--- src/rtl/mul_share_arb.sv ---
// rtl/mul_share_arb.sv - round-robin sharing of one start/done multiplier among N requesters
//
// Purpose: picks one requester at a time, latches its operands, pulses
// mul_start once, waits for mul_done (or aborts after TIMEOUT wait cycles)
// and hands the product back to the winner with a one-cycle rsp_valid.
//
// Ports:
//   clk, rstn             clock, synchronous active-low reset
//   req[N]                request levels, held until own rsp_valid
//   a_flat, b_flat        packed operands, requester i at [i*W +: W]
//   gnt[N]                one-hot served index, 0 when idle
//   rsp_valid[N]          one-cycle response pulse on the served index
//   rsp_result[2W]        product (0 on timeout)
//   rsp_err               timeout flag, qualified by rsp_valid
//   busy                  high in every state except ARB
//   mul_start, mul_a/b    multiplier command
//   mul_result, mul_done  multiplier completion
module mul_share_arb #(
  parameter int N       = 4,
  parameter int W       = 4,
  parameter int TIMEOUT = 32
) (
  input  logic             clk,
  input  logic             rstn,
  input  logic [N-1:0]     req,
  input  logic [N*W-1:0]   a_flat,
  input  logic [N*W-1:0]   b_flat,
  output logic [N-1:0]     gnt,
  output logic [N-1:0]     rsp_valid,
  output logic [2*W-1:0]   rsp_result,
  output logic             rsp_err,
  output logic             busy,
  output logic             mul_start,
  output logic [W-1:0]     mul_a,
  output logic [W-1:0]     mul_b,
  input  logic [2*W-1:0]   mul_result,
  input  logic             mul_done
);

  localparam int IW = (N > 1) ? $clog2(N) : 1;

  typedef enum logic [2:0] {
    S_ARB,
    S_ISSUE,
    S_WAIT,
    S_RESP,
    S_HOLD
  } state_e;

  state_e           state_q;
  logic [IW-1:0]    ptr_q;
  logic [7:0]       cnt_q;
  logic [7:0]       cnt_d;
  logic [N-1:0]     gnt_q;
  logic [N-1:0]     rsp_valid_q;
  logic [2*W-1:0]   rsp_result_q;
  logic             rsp_err_q;
  logic             busy_q;
  logic             mul_start_q;
  logic [W-1:0]     mul_a_q;
  logic [W-1:0]     mul_b_q;

  logic             pick_valid;
  logic [IW-1:0]    pick_idx;
  logic [N-1:0]     pick_oh;
  logic [IW-1:0]    scan_idx;
  logic [W-1:0]     sel_a;
  logic [W-1:0]     sel_b;

  // Round-robin scan starting just after the last winner. Walking the
  // offsets from farthest to nearest lets the nearest set request overwrite
  // the others, so the loop needs no early exit.
  always_comb begin
    pick_valid = 1'b0;
    pick_idx   = '0;
    pick_oh    = '0;
    scan_idx   = '0;
    for (int k = N; k >= 1; k--) begin
      scan_idx = IW'((int'(ptr_q) + k) % N);
      if (req[scan_idx]) begin
        pick_valid        = 1'b1;
        pick_idx          = scan_idx;
        pick_oh           = '0;
        pick_oh[scan_idx] = 1'b1;
      end
    end
    sel_a = '0;
    sel_b = '0;
    for (int i = 0; i < N; i++) begin
      if (pick_oh[i]) begin
        sel_a = a_flat[i*W +: W];
        sel_b = b_flat[i*W +: W];
      end
    end
  end

  // Counter value after this WAIT cycle; reaching TIMEOUT ends the wait.
  assign cnt_d = cnt_q + 8'd1;

  always_ff @(posedge clk) begin
    if (!rstn) begin
      state_q      <= S_ARB;
      ptr_q        <= IW'(N - 1);
      cnt_q        <= '0;
      gnt_q        <= '0;
      rsp_valid_q  <= '0;
      rsp_result_q <= '0;
      rsp_err_q    <= 1'b0;
      busy_q       <= 1'b0;
      mul_start_q  <= 1'b0;
      mul_a_q      <= '0;
      mul_b_q      <= '0;
    end else begin
      // Pulsed outputs fall back to 0 unless a state below raises them.
      mul_start_q <= 1'b0;
      rsp_valid_q <= '0;
      case (state_q)
        S_ARB: begin
          if (pick_valid) begin
            gnt_q       <= pick_oh;
            mul_a_q     <= sel_a;
            mul_b_q     <= sel_b;
            ptr_q       <= pick_idx;
            mul_start_q <= 1'b1;
            busy_q      <= 1'b1;
            state_q     <= S_ISSUE;
          end
        end
        S_ISSUE: begin
          state_q <= S_WAIT;
        end
        S_WAIT: begin
          cnt_q <= cnt_d;
          // A done in the last allowed cycle still counts as success.
          if (mul_done) begin
            rsp_result_q <= mul_result;
            rsp_err_q    <= 1'b0;
            rsp_valid_q  <= gnt_q;
            state_q      <= S_RESP;
          end else if (cnt_d == 8'(TIMEOUT)) begin
            rsp_result_q <= '0;
            rsp_err_q    <= 1'b1;
            rsp_valid_q  <= gnt_q;
            state_q      <= S_RESP;
          end
        end
        S_RESP: begin
          state_q <= S_HOLD;
        end
        S_HOLD: begin
          // Winner has dropped req by now; release everything for the next round.
          gnt_q        <= '0;
          mul_a_q      <= '0;
          mul_b_q      <= '0;
          rsp_result_q <= '0;
          rsp_err_q    <= 1'b0;
          cnt_q        <= '0;
          busy_q       <= 1'b0;
          state_q      <= S_ARB;
        end
        default: begin
          state_q <= S_ARB;
        end
      endcase
    end
  end

  assign gnt        = gnt_q;
  assign rsp_valid  = rsp_valid_q;
  assign rsp_result = rsp_result_q;
  assign rsp_err    = rsp_err_q;
  assign busy       = busy_q;
  assign mul_start  = mul_start_q;
  assign mul_a      = mul_a_q;
  assign mul_b      = mul_b_q;

endmodule

--- config.mk ---
export PLATFORM = sky130hd
export DESIGN_NAME = mul_share_arb
export DESIGN_NICKNAME = d
export VERILOG_FILES = /design/src/rtl/mul_share_arb.sv
export SDC_FILE = /design/constraint.sdc
export NUM_CORES = 1
export LEC_CHECK = 0
export ABC_CLOCK_PERIOD_IN_PS = 3700
export CAP_MARGIN = 40
export CORE_MARGIN = 2
export CORE_UTILIZATION = 47
export DETAILED_ROUTE_END_ITERATION = 6
export PLACE_DENSITY = 0.89
export SYNTH_ARGS = -nofsm -noshare
export SYNTH_HDL_FRONTEND = slang
export SYNTH_SLANG_ARGS = --single-unit
--- constraint.sdc ---
create_clock -name clk -period 3.7 [get_ports clk]
set_clock_uncertainty 0.1 [all_clocks]
set_input_delay 0.74 -clock clk [delete_from_list [all_inputs] [get_ports clk]]
set_output_delay 0.74 -clock clk [all_outputs]
set_load 0.02 [all_outputs]
==> flow_summary.json <==
{
  "internal_power_w": 0.001045,
  "nFillCells": 383,
  "startpoint": "ptr_q[0]",
  "dr_wl_met3_um": 365,
  "clock.fmax_mhz": 323.0,
  "seqPwrFrac_pct": 33.1,
  "path_depth": 8,
  "pwr-share-clk_pct": 21.5,
  "grt_pass1_vias": 2072,
  "synth_area_sq_um": 2375,
  "synthTopCellsByArea": "dfxtp_1, ha_1, nor2_1",
  "ir_drop_mv": 0.3238,
  "gp_congestion": 0.8907,
  "fin_area_sq_um": 3239,
  "tns_ns": 0,
  "cp.required_ns": 3.78,
  "power_frac_comb_pct": 45.4,
  "postCtsHoldBufs": 0,
  "grt_pass1_wl_um": 9584,
  "mostFrequentLayoutCells": "clkdlybuf4s50_1, dfxtp_1, nor2_1, nand2_1, a21oi_1",
  "power_density_nw_per_um2": 519.7,
  "ys.flop_type": "dfxtp_1",
  "switching_power_w": 0.0006384,
  "syn_inst": 274,
  "placed_cell_area_sq_um": 3124,
  "io-pin-count": 74,
  "cp-endpoint": "mul_b[2]",
  "critical_path_buf_inv_count": 1,
  "antenna_left": 0,
  "regToRegSetupSlack_ns": 0.60,
  "rsz0062_at_grt": "false",
  "max_slew_margin_pct": 52.40,
  "grt_usage_pct": 22.16,
  "crit_fanout": 12,
  "dr_wl_met2_um": 3120,
  "final_common_cell": "clkdlybuf4s50_1",
  "htreeDepth": 2,
  "synth_area_per_cell_sq_um": 8.667,
  "antenna_cells": 0,
  "dieArea_sq_um": 5637,
  "top_layer_used": "met4",
  "synth-seq-cells": 40,
  "start_util_pct": 49.62,
  "hp-class": "reg -> reg",
  "post-route-min-period_ns": 3.096,
  "maxCapViolCount": 0,
  "ctsResizeCount": 0,
  "port_buffers": 73,
  "routed_wl_um": 6162,
  "critPathTopFamily": "flip-flops",
  "core_sq_um": 4786,
  "drc": 0,
  "r2r-end": "mul_b[2]",
  "fin_ws_ns": 0.6040,
  "hold_violations": 0,
  "cts.path.max_buffers": 2,
  "clk_latency_ns": 0.29,
  "nets": 397,
  "r2r-start": "ptr_q[0]",
  "finalMaxSlewViolations": 0,
  "cts_root_buf": "clkbuf_8",
  "async_reset_ff_share_pct": 0,
  "wl_per_cell_um": 15.07,
  "yosysSeqAreaShare_pct": 33.72,
  "worst_path_max_delay_cell": "dfxtp_1",
  "stdcell_count": 409,
  "drive_above_1_share_pct": 6.433,
  "worst_pin_slew_ns": 0.7140,
  "cts_buffers": 5,
  "cts_tree": "done",
  "yosys.area.top_type": "dfxtp_1",
  "clock-sinks": 40,
  "wl_met1_um": 2589,
  "ys_types": 52,
  "post-route-period-util_pct": 83.68,
  "cts_setup_buffers": 0,
  "finalSetupViolCount": 0,
  "startpoint_type": "flip-flop",
  "num_rows": 25,
  "first_pass_iters": 4,
  "first_iter_violations": 110,
  "p_total_w": 0.001684,
  "grt_overflow": 0,
  "grt_max_degree": 19,
  "reg2reg_depth": 8,
  "static-leakage-power_nw": 1.215,
  "clkTransAtPathRegs_ns": 0.08,
  "synth_edf_count": 0,
  "die_x_um": 75.08,
  "yosysWarnings": 0,
  "avgViaCountPerCell": 5.633,
  "synthDominantCellAreaShare_pct": 33.72,
  "area_growth_pct": 36.41,
  "status": "completed",
  "postSynthNetCount": 330,
  "critical_path_class": "reg -> reg",
  "cp-end-kind": "flip-flop",
  "cpPeakStageDelay_ns": 0.62,
  "dpl_worst_slack_ns": 0.3432,
  "critPathArrivalTime_ns": 3.17,
  "dieHeight_um": 75.08,
  "switching_share_pct": 37.92,
  "antenna_found_initial": 0,
  "dp_hpwl_um": 4790,
  "dp_cells": 401,
  "worstPathCellList": "inv_1, ha_1, mux4_1, and3b_1, a21oi_1, o21ai_2, nand2b_1, o31ai_1",
  "vias": 2304
}
stage by stage:
stage / hold slack [ns] / util [%]
after global routing: 0.3941 / 67.69
after detailed placement: 0.3592 / 65.28
after CTS: 0.3784 / 67.69
after floorplan: 0.3815 / -
final: 0.3755 / 67.69
after global placement: 0.3462 / 65.28
routing by layer:
layer,global-route usage (%),up-vias
met5,0,-
met4,7.738,0
met2,38.40,78
li1,-,1142
met3,4.552,11
met1,27.25,1073
cell usage after synthesis, drive strengths merged (2+ instances only):
library cell  instances
a32oi                 8
o21a                  2
a21boi                5
a31oi                 2
dfxtp                40
ha                    9
and3                  2
buf                   4
or2                   4
a22o                  9
mux4                  4
nand2                20
nor2                 30
clkbuf               10
nand3                 7
nand2b                5
nor3b                 2
nor2b                 7
o31ai                 9
xnor2                 3
a22oi                 3
nor3                  8
inv                  13
and2                  7
nand4                 2
a21oi                14
nand3b                5
or2b                  2
and3b                 2
a211oi               11
o21ai                 9
or3                   2
final cells by class:
cell class / instances / area (sq um) / share of cell area, %
clock buffers: 5 / 68.82 / 2.124
clock inverters: 3 / 46.29 / 1.429
inverters: 13 / 48.80 / 1.506
multi-input cells: 207 / 1453 / 44.84
flip-flops and latches: 40 / 800.8 / 24.72
well taps: 67 / 83.83 / 2.588
repair buffers: 74 / 738.2 / 22.79
worst min path at each step:
stage / start / end / slack, ns / depth (start not counted)
4_1_cts: mul_b[0] / mul_b[0] / 0.38 / 2
2_1_floorplan: cnt_q[6] / cnt_q[6] / 0.38 / 2
5_1_grt: mul_b[1] / mul_b[1] / 0.39 / 2
3_3_place_gp: mul_b[1] / mul_b[1] / 0.35 / 2
3_5_place_dp: mul_b[0] / mul_b[0] / 0.36 / 2
6_report: rsp_result[6] / rsp_result[6] / 0.38 / 1
logic make-up (layout without fill, tap and decap cells):
| family | count (synthesis) | count (layout) | share of synthesized area (%) |
|---|---|---|---|
| xor gates and xnor gates | 3 | 3 | 1.107 |
| muxes | 5 | 5 | 4.689 |
| buffers and inverters | 27 | 95 | 5.111 |
| DFF | 40 | 40 | 33.72 |
| and+or+nand+nor | 107 | 107 | 23.50 |
| AOI/OAI and AO/OA | 83 | 83 | 27.13 |
| adders and majority gates | 9 | 9 | 4.742 |
power groups by stage:
stage                     registers (W)  logic, W  clock network (W)
after global placement         0.000561  0.000737                  0
final                          0.000557  0.000764           0.000362
after floorplan                0.000607  0.000459                  0
after detailed placement       0.000565  0.000761                  0
after global routing           0.000565  0.000833           0.000387
after CTS                      0.000555  0.000764           0.000367
registers in the layout, indices dropped and copies added, names as in the netlist:
name,count
state_q,3
rsp_valid,4
mul_start,1
gnt,4
cnt_q,8
mul_a,4
rsp_err,1
ptr_q,2
rsp_result,8
mul_b,4
busy,1
No activity file was read; power rests on OpenSTA's default activity.
